$ cat src/rtl/axi_stat_pkg.sv
// Shared constants, state types and the byte-strobe merge helper for the
// bridge status AXI4-Lite window.
package axi_stat_pkg;

  localparam logic [11:0] OFS_STAT    = 12'h000;
  localparam logic [11:0] OFS_SCRATCH = 12'h004;

  localparam logic [1:0] RESP_OKAY   = 2'b00;
  localparam logic [1:0] RESP_SLVERR = 2'b10;

  typedef enum logic { W_IDLE, W_RESP } wr_state_t;
  typedef enum logic { R_IDLE, R_DATA } rd_state_t;

  // Merge new write data into an existing word, one byte lane per strobe bit.
  function automatic logic [31:0] apply_wstrb(input logic [31:0] old_word,
                                              input logic [31:0] new_word,
                                              input logic [3:0]  strb);
    logic [31:0] merged;
    merged = old_word;
    for (int i = 0; i < 4; i++) begin
      if (strb[i]) merged[8*i +: 8] = new_word[8*i +: 8];
    end
    return merged;
  endfunction

endpackage

$ cat src/rtl/axi_stat_addr_dec.sv
// Address decoder for the status window: classifies an address as the status
// register, the scratch register, or an error. Byte-lane bits [1:0] are ignored.
module axi_stat_addr_dec
  import axi_stat_pkg::*;
#(
  parameter int                ADDR_W    = 32,
  parameter logic [ADDR_W-1:0] BASE_ADDR = 'hC0F16000
) (
  input  logic [ADDR_W-1:0] i_addr,
  output logic              o_hit_stat,
  output logic              o_hit_scratch,
  output logic              o_err
);

  logic w_in_window;
  logic w_unused_lsb;

  assign w_in_window   = (i_addr[ADDR_W-1:12] == BASE_ADDR[ADDR_W-1:12]);
  assign o_hit_stat    = w_in_window && (i_addr[11:2] == OFS_STAT[11:2]);
  assign o_hit_scratch = w_in_window && (i_addr[11:2] == OFS_SCRATCH[11:2]);
  assign o_err         = !(o_hit_stat || o_hit_scratch);
  assign w_unused_lsb  = ^i_addr[1:0];

endmodule

$ cat src/rtl/axi_lite_stat_slave.sv
// AXI4-Lite slave for the bridge status window: read-to-clear status register,
// RW scratch register, and one-cycle completion / clear strobes.
module axi_lite_stat_slave
  import axi_stat_pkg::*;
#(
  parameter int                ADDR_W    = 32,
  parameter logic [ADDR_W-1:0] BASE_ADDR = 'hC0F16000
) (
  input  logic              clk,
  input  logic              rst,
  input  logic [ADDR_W-1:0] s_awaddr,
  input  logic              s_awvalid,
  output logic              s_awready,
  input  logic [31:0]       s_wdata,
  input  logic [3:0]        s_wstrb,
  input  logic              s_wvalid,
  output logic              s_wready,
  output logic [1:0]        s_bresp,
  output logic              s_bvalid,
  input  logic              s_bready,
  input  logic [ADDR_W-1:0] s_araddr,
  input  logic              s_arvalid,
  output logic              s_arready,
  output logic [31:0]       s_rdata,
  output logic [1:0]        s_rresp,
  output logic              s_rvalid,
  input  logic              s_rready,
  input  logic [31:0]       stat_rdata,
  output logic              stat_read,
  output logic              wr_done,
  output logic              rd_done
);

  wr_state_t         r_wstate;
  logic              r_awready, r_wready, r_aw_held, r_w_held, r_bvalid;
  logic [1:0]        r_bresp;
  logic [ADDR_W-1:0] r_awaddr;
  logic [31:0]       r_wdata, r_scratch;
  logic [3:0]        r_wstrb;

  rd_state_t         r_rstate;
  logic              r_arready, r_rvalid;
  logic [1:0]        r_rresp;
  logic [31:0]       r_rdata;

  logic              w_aw_hs, w_w_hs, w_aw_have, w_w_have, w_ar_hs;
  logic [ADDR_W-1:0] w_awaddr;
  logic [31:0]       w_wdata;
  logic [3:0]        w_wstrb;
  logic              w_wr_hit_stat, w_wr_hit_scratch, w_wr_err;
  logic              w_rd_hit_stat, w_rd_hit_scratch, w_rd_err;

  assign w_aw_hs   = s_awvalid && r_awready;
  assign w_w_hs    = s_wvalid && r_wready;
  assign w_aw_have = r_aw_held || w_aw_hs;
  assign w_w_have  = r_w_held || w_w_hs;
  assign w_ar_hs   = s_arvalid && r_arready;

  // The write completes in the cycle the later half arrives, so take that half straight from the bus.
  assign w_awaddr = r_aw_held ? r_awaddr : s_awaddr;
  assign w_wdata  = r_w_held  ? r_wdata  : s_wdata;
  assign w_wstrb  = r_w_held  ? r_wstrb  : s_wstrb;

  axi_stat_addr_dec #(.ADDR_W(ADDR_W), .BASE_ADDR(BASE_ADDR)) u_wr_dec (
    .i_addr        (w_awaddr),
    .o_hit_stat    (w_wr_hit_stat),
    .o_hit_scratch (w_wr_hit_scratch),
    .o_err         (w_wr_err)
  );

  axi_stat_addr_dec #(.ADDR_W(ADDR_W), .BASE_ADDR(BASE_ADDR)) u_rd_dec (
    .i_addr        (s_araddr),
    .o_hit_stat    (w_rd_hit_stat),
    .o_hit_scratch (w_rd_hit_scratch),
    .o_err         (w_rd_err)
  );

  // NOTE: use non-blocking (<=) for every flop so all state updates see pre-edge values.
  always_ff @(posedge clk) begin
    if (rst) begin
      r_wstate  <= W_IDLE;
      r_awready <= 1'b1;
      r_wready  <= 1'b1;
      r_aw_held <= 1'b0;
      r_w_held  <= 1'b0;
      r_bvalid  <= 1'b0;
      r_bresp   <= RESP_OKAY;
      r_scratch <= '0;
    end else begin
      case (r_wstate)
        W_IDLE: begin
          if (w_aw_hs) begin
            r_aw_held <= 1'b1;
            r_awready <= 1'b0;
          end
          if (w_w_hs) begin
            r_w_held <= 1'b1;
            r_wready <= 1'b0;
          end
          if (w_aw_have && w_w_have) begin
            if (w_wr_hit_scratch) r_scratch <= apply_wstrb(r_scratch, w_wdata, w_wstrb);
            r_bresp   <= (w_wr_hit_stat || w_wr_err) ? RESP_SLVERR : RESP_OKAY;
            r_bvalid  <= 1'b1;
            r_aw_held <= 1'b0;
            r_w_held  <= 1'b0;
            r_awready <= 1'b0;
            r_wready  <= 1'b0;
            r_wstate  <= W_RESP;
          end
        end
        W_RESP: begin
          if (s_bready) begin
            r_bvalid  <= 1'b0;
            r_awready <= 1'b1;
            r_wready  <= 1'b1;
            r_wstate  <= W_IDLE;
          end
        end
        default: r_wstate <= W_IDLE;
      endcase
    end
  end

  // NOTE: holding registers are qualified by the held flags, so they need no reset.
  always_ff @(posedge clk) begin
    if (w_aw_hs) r_awaddr <= s_awaddr;
    if (w_w_hs) begin
      r_wdata <= s_wdata;
      r_wstrb <= s_wstrb;
    end
  end

  always_ff @(posedge clk) begin
    if (rst) begin
      r_rstate  <= R_IDLE;
      r_arready <= 1'b1;
      r_rvalid  <= 1'b0;
      r_rresp   <= RESP_OKAY;
      r_rdata   <= '0;
    end else begin
      case (r_rstate)
        R_IDLE: begin
          if (w_ar_hs) begin
            r_rdata   <= w_rd_hit_stat    ? stat_rdata :
                         w_rd_hit_scratch ? r_scratch  : '0;
            r_rresp   <= w_rd_err ? RESP_SLVERR : RESP_OKAY;
            r_rvalid  <= 1'b1;
            r_arready <= 1'b0;
            r_rstate  <= R_DATA;
          end
        end
        R_DATA: begin
          if (s_rready) begin
            r_rvalid  <= 1'b0;
            r_arready <= 1'b1;
            r_rstate  <= R_IDLE;
          end
        end
        default: r_rstate <= R_IDLE;
      endcase
    end
  end

  assign s_awready = r_awready;
  assign s_wready  = r_wready;
  assign s_bvalid  = r_bvalid;
  assign s_bresp   = r_bresp;
  assign s_arready = r_arready;
  assign s_rvalid  = r_rvalid;
  assign s_rresp   = r_rresp;
  assign s_rdata   = r_rdata;

  // Strobes mark handshakes in their own cycle; a handshake under reset never completes.
  assign stat_read = !rst && w_ar_hs && w_rd_hit_stat;
  assign wr_done   = !rst && r_bvalid && s_bready;
  assign rd_done   = !rst && r_rvalid && s_rready;

endmodule
$ cat config.mk
export PLATFORM = sky130hd
export DESIGN_NAME = axi_lite_stat_slave
export DESIGN_NICKNAME = d
export VERILOG_FILES = /design/src/rtl/axi_stat_pkg.sv /design/src/rtl/axi_stat_addr_dec.sv /design/src/rtl/axi_lite_stat_slave.sv
export SDC_FILE = /design/constraint.sdc
export NUM_CORES = 1
export LEC_CHECK = 0
export ABC_AREA = 0
export BUFFER_PORTS_ARGS = -buffer_cell sky130_fd_sc_hd__buf_4
export CORE_MARGIN = 5
export CORE_UTILIZATION = 40
export DETAILED_ROUTE_END_ITERATION = 6
export HOLD_SLACK_MARGIN = 0.05
export PLACE_DENSITY = 0.67
export SKIP_LAST_GASP = 1
export SYNTH_ARGS = -nofsm -noshare
export SYNTH_HDL_FRONTEND = slang
export SYNTH_SLANG_ARGS = --single-unit
$ cat constraint.sdc
create_clock -name clk -period 1.8 [get_ports clk]
set_input_delay 0 -clock clk [delete_from_list [all_inputs] [get_ports clk]]
set_output_delay 0 -clock clk [all_outputs]
set_load 0.03 [all_outputs]
==> summary.md <==
| Metric | Value |
|---|---|
| Worst min path class | `input pin to register` |
| Minimum clock period | `1.99 ns` |
| Largest net degree at the start of global routing | `61` |
| CP endpoint kind | `register` |
| Fin util | `0.644` |
| Synth top cells by count | `dfxtp_1, mux2i_1, edfxtp_1, a21oi_1, o21ai_0` |
| Synth area leader | `edfxtp_1` |
| Die area | `~0.018 mm2` |
| Violated checks | `setup timing` |
| Worst reg2reg path depth | `6` |
| Fmax | `roughly 500 MHz` |
| Hold Path Depth | `4` |
| Pint | `6100 uW` |
| Worst skew pair latency | `0.42 ns` |
| Synth top area share | `0.322` |
| First-pass GRT wire length | `28.6 mm` |
| Status | `finished, violations left` |
| Worst-margin pin slew | `0.660 ns` |
| Max Cap Violations | `0` |
| Sw Ratio | `0.235` |
| Pleak | `0.00375 uW` |
| Slowest CP cell | `edfxtp_1` |
| DRT antenna net count | `0` |
| DRC viols | `0` |
| Xor/xnor share of the synthesized area | `0` |
| Worst R2R Start | `r_awaddr[12]$_DFFE_PP_` |
| Hold Crit Endpoint | `s_rresp[1]$_SDFFE_PP0P_` |
| Worst reg2reg path endpoint | `r_scratch[12]$_SDFFE_PP0P_` |
| Final Hold Viols | `0` |
| Clock skew | `0.00780 ns` |
| Initial Util | `0.407` |
| VDD IR max | `0.662 mV` |
| Reg power frac | `0.450` |
| CP Max Fanout | `8` |
| Drt first pass iters | `4` |
| Final WL | `~19 mm` |
| PD cells | `818 mW/mm2` |
| Number of diodes | `0` |
| Total chip power | `7980 uW` |
| Area grow syn2layout | `58.4%` |
| Clock power share | `0.417` |
| Largest stage delay, worst path | `0.40 ns` |
| Yosys reg bits | `141` |
| Number of flops mapped to enable cells by yosys | `66` |
| Switching component of the power | `1880 uW` |
| Share of cells above drive strength 1 | `0.436` |
| Area contributors post-synth | `edfxtp_1, dfxtp_1, mux2i_1, a2bb2oi_2, a21oi_1` |
| YS warnings | `0` |
| WL/cell | `about 19 um` |
| Total GRT Usage | `0.202` |
| Mapped Cells | `506` |
| CP cell instances | `nor4bb_2 > and3_4 > o2111ai_4 > buf_6 > or3_4 > a21oi_2` |
| Multi-input logic area | `0.00269 mm2` |
| Die X | `134 um` |
| HPWL Detailed | `roughly 11 mm` |
| Type of origin of the critical path | `register` |
| Synth Area in Simple Gates | `0.127` |
| Syn_area_per_cell | `~12 um2` |
| RSZ-0062 raised after global routing | `yes` |
| Critical setup path kind | `register to register` |
| Die Span Y | `134 um` |
| Core area | `0.0151 mm2` |
| Async set-reset flop share out of synthesis | `0` |
| Row cnt | `45` |
| I/O pins | `183` |
| Worst rel slew slack | `0.560` |
| Fin. max-slew vios | `0` |
| CTS clock-pin slew for the worst setup and hold paths | `0.06 ns` |
| Fin crit share | `1.10` |
| GR Overflow Total | `0` |
| Adder-Cell Fraction of Synth Area | `0` |
| Min-delay src | `s_araddr[19]` |
| Filler Cells Inserted | `1,130` |
| Complex-gate fraction of the synthesized area | `0.158` |
| Buffers on Ports | `~180` |
| Vias in the first global route | `5,556` |
| Initial antenna violation count | `0` |
| Largest family of logic cells by synthesized area | `compound AO/OA/AOI/OAI gates` |
| R2r setup slk | `-0.19 ns` |
| WP data arrival | `approximately 2.3 ns` |
| Seq/Total Area, Yosys | `0.566` |
| Worst Path Required | `roughly 2.2 ns` |
| Root buf cell | `clkbuf_16` |
| Distinct cells, synth | `44` |
| Clock buffer count from CTS | `17` |
| Comb pwr share | `0.133` |
| RePlAce Congestion | `0.830` |
| Final setup vio count | `33` |
| Mux share of post-synthesis cell area | `0.111` |
| CTS tree | `built` |
| TNS Setup | `-4.76 ns` |
| Via count | `around 5,300` |
| Htree depth | `4` |
| Placed insts | `roughly 860` |
| Final Worst Setup Slack | `-0.186 ns` |
| Cell area after synthesis | `a little over 0.006 mm2` |
| Top_reg_cell synth | `dfxtp_1` |
| First-iteration detailed-routing DRC count | `233` |
| WHS | `0.101 ns` |
| CTS max path bufs | `2` |
| Cell with the most instances after synthesis | `dfxtp_1` |
| Critical path startpoint | `r_awaddr[12]$_DFFE_PP_` |
| FF/Latch Area | `0.00349 mm2` |
| Non-Filler Instances | `1,005` |
| Nets | `about 940` |
| Sink Count | `141` |
| Vias per inst | `approximately 5.3` |
## power by group through the flow
| stage | logic, uW | clock network [uW] | registers [uW] |
|---|---|---|---|
| global route | 1140 | 3550 | 3610 |
| floorplan | 410 | 0 | 3670 |
| CTS | 1050 | 3380 | 3590 |
| detailed placement | 853 | 0 | 3650 |
| finish | 1060 | 3320 | 3590 |
| global placement | 836 | 0 | 3640 |
## cells in the final DEF, fill, tap and decap left out, types with 3 or more instances in the layout
cell type | Yosys | routed
a21oi_1 | 42 | 25
a21oi_2 | 0 | 17
a2bb2oi_2 | 30 | 30
buf_12 | 0 | 4
buf_4 | 3 | 198
buf_6 | 8 | 6
clkbuf_16 | 0 | 21
clkinv_1 | 0 | 5
clkinvlp_4 | 0 | 4
dfxtp_1 | 75 | 71
dfxtp_2 | 0 | 4
dlygate4sd3_1 | 0 | 104
edfxtp_1 | 66 | 66
inv_1 | 3 | 3
mux2i_1 | 68 | 68
nand2_1 | 8 | 7
nand4_1 | 4 | 4
nor2_1 | 22 | 22
nor2_2 | 30 | 30
nor3_1 | 3 | 3
nor4_1 | 7 | 4
nor4bb_1 | 4 | 3
o21ai_0 | 34 | 25
o21ai_1 | 0 | 6
o21ai_2 | 0 | 3
o21bai_1 | 4 | 4
or3_1 | 33 | 16
or3_4 | 0 | 17
## layer usage
| layer | up-vias | GRT usage | wire, um |
|---|---|---|---|
| li1 | 2493 | - | - |
| met1 | 2597 | 0.252 | 8270 |
| met2 | 177 | 0.335 | 9580 |
| met3 | 32 | 0.0615 | 1180 |
| met4 | 0 | 0.0673 | 415 |
| met5 | - | 0 | 0 |
## layout make-up
| class | count | share of cell area |
|---|---|---|
| Inverter | 3 | 0.00115 |
| Tap cell | 188 | 0.0241 |
| Sequential cell | 141 | 0.357 |
| Multi-Input combinational cell | 324 | 0.275 |
| Timing Repair Buffer | 317 | 0.285 |
| Clock inverter | 14 | 0.0131 |
| Clock buffer | 18 | 0.0440 |
## how the worst max path moves through the flow
stage                                  to  slack [ns]  cells past startpoint
3_3_place_gp     s_rdata[31]$_SDFFE_PP0P_       -0.15                      7
4_1_cts        r_scratch[16]$_SDFFE_PP0P_       -0.17                      6
2_1_floorplan  r_scratch[12]$_SDFFE_PP0P_        0.03                      6
6_report       r_scratch[12]$_SDFFE_PP0P_       -0.19                      6
3_5_place_dp   r_scratch[16]$_SDFFE_PP0P_       -0.25                      6
5_1_grt        r_scratch[12]$_SDFFE_PP0P_       -0.26                      6
## registers in the layout (all words and copies together) (netlist names)
name       count
r_awaddr      30
s_rdata       32
s_rvalid       1
r_scratch     32
r_wstate       1
r_rstate       1
s_wready       1
r_wdata       32
r_w_held       1
r_wstrb        4
s_bvalid       1
s_rresp        1
s_arready      1
r_aw_held      1
s_awready      1
s_bresp        1
## through the flow
stage                     cell area [um2]  setup WS [ns]
after floorplan                      6170         0.0311
after detailed placement             7740         -0.247
after CTS                            9420         -0.168
after global placement               7740         -0.147
final                                9760         -0.186
after global routing                 9760         -0.262
## worst max-delay path: cells and delay by family (launching register included)
family | cells | cell delay, ns
DFF | 1 | 0.40
AOI/OAI and AO/OA | 2 | 0.31
and+or+nand+nor | 3 | 1.02
buffers and inverters | 1 | 0.18
## kinds of logic (layout without fill, tap and decap cells)
| logic type | after synthesis | in the layout |
|---|---|---|
| AND/OR/NAND/NOR | 130 | 130 |
| buffers and inverters | 42 | 352 |
| multiplexers | 68 | 68 |
| AO/OA/AOI/OAI | 124 | 124 |
| other | 1 | 2 |
| flip-flops | 141 | 141 |
## repair_timing
action	4_1_cts	5_1_grt
gates resized for setup	12	52
setup endpoints to repair	34	46
hold endpoints to repair	132	0
buffers inserted	3	2
hold buffers	104	0
cloned	1	7
pin swaps	1	67
No activity file was read; power rests on OpenSTA's default activity.
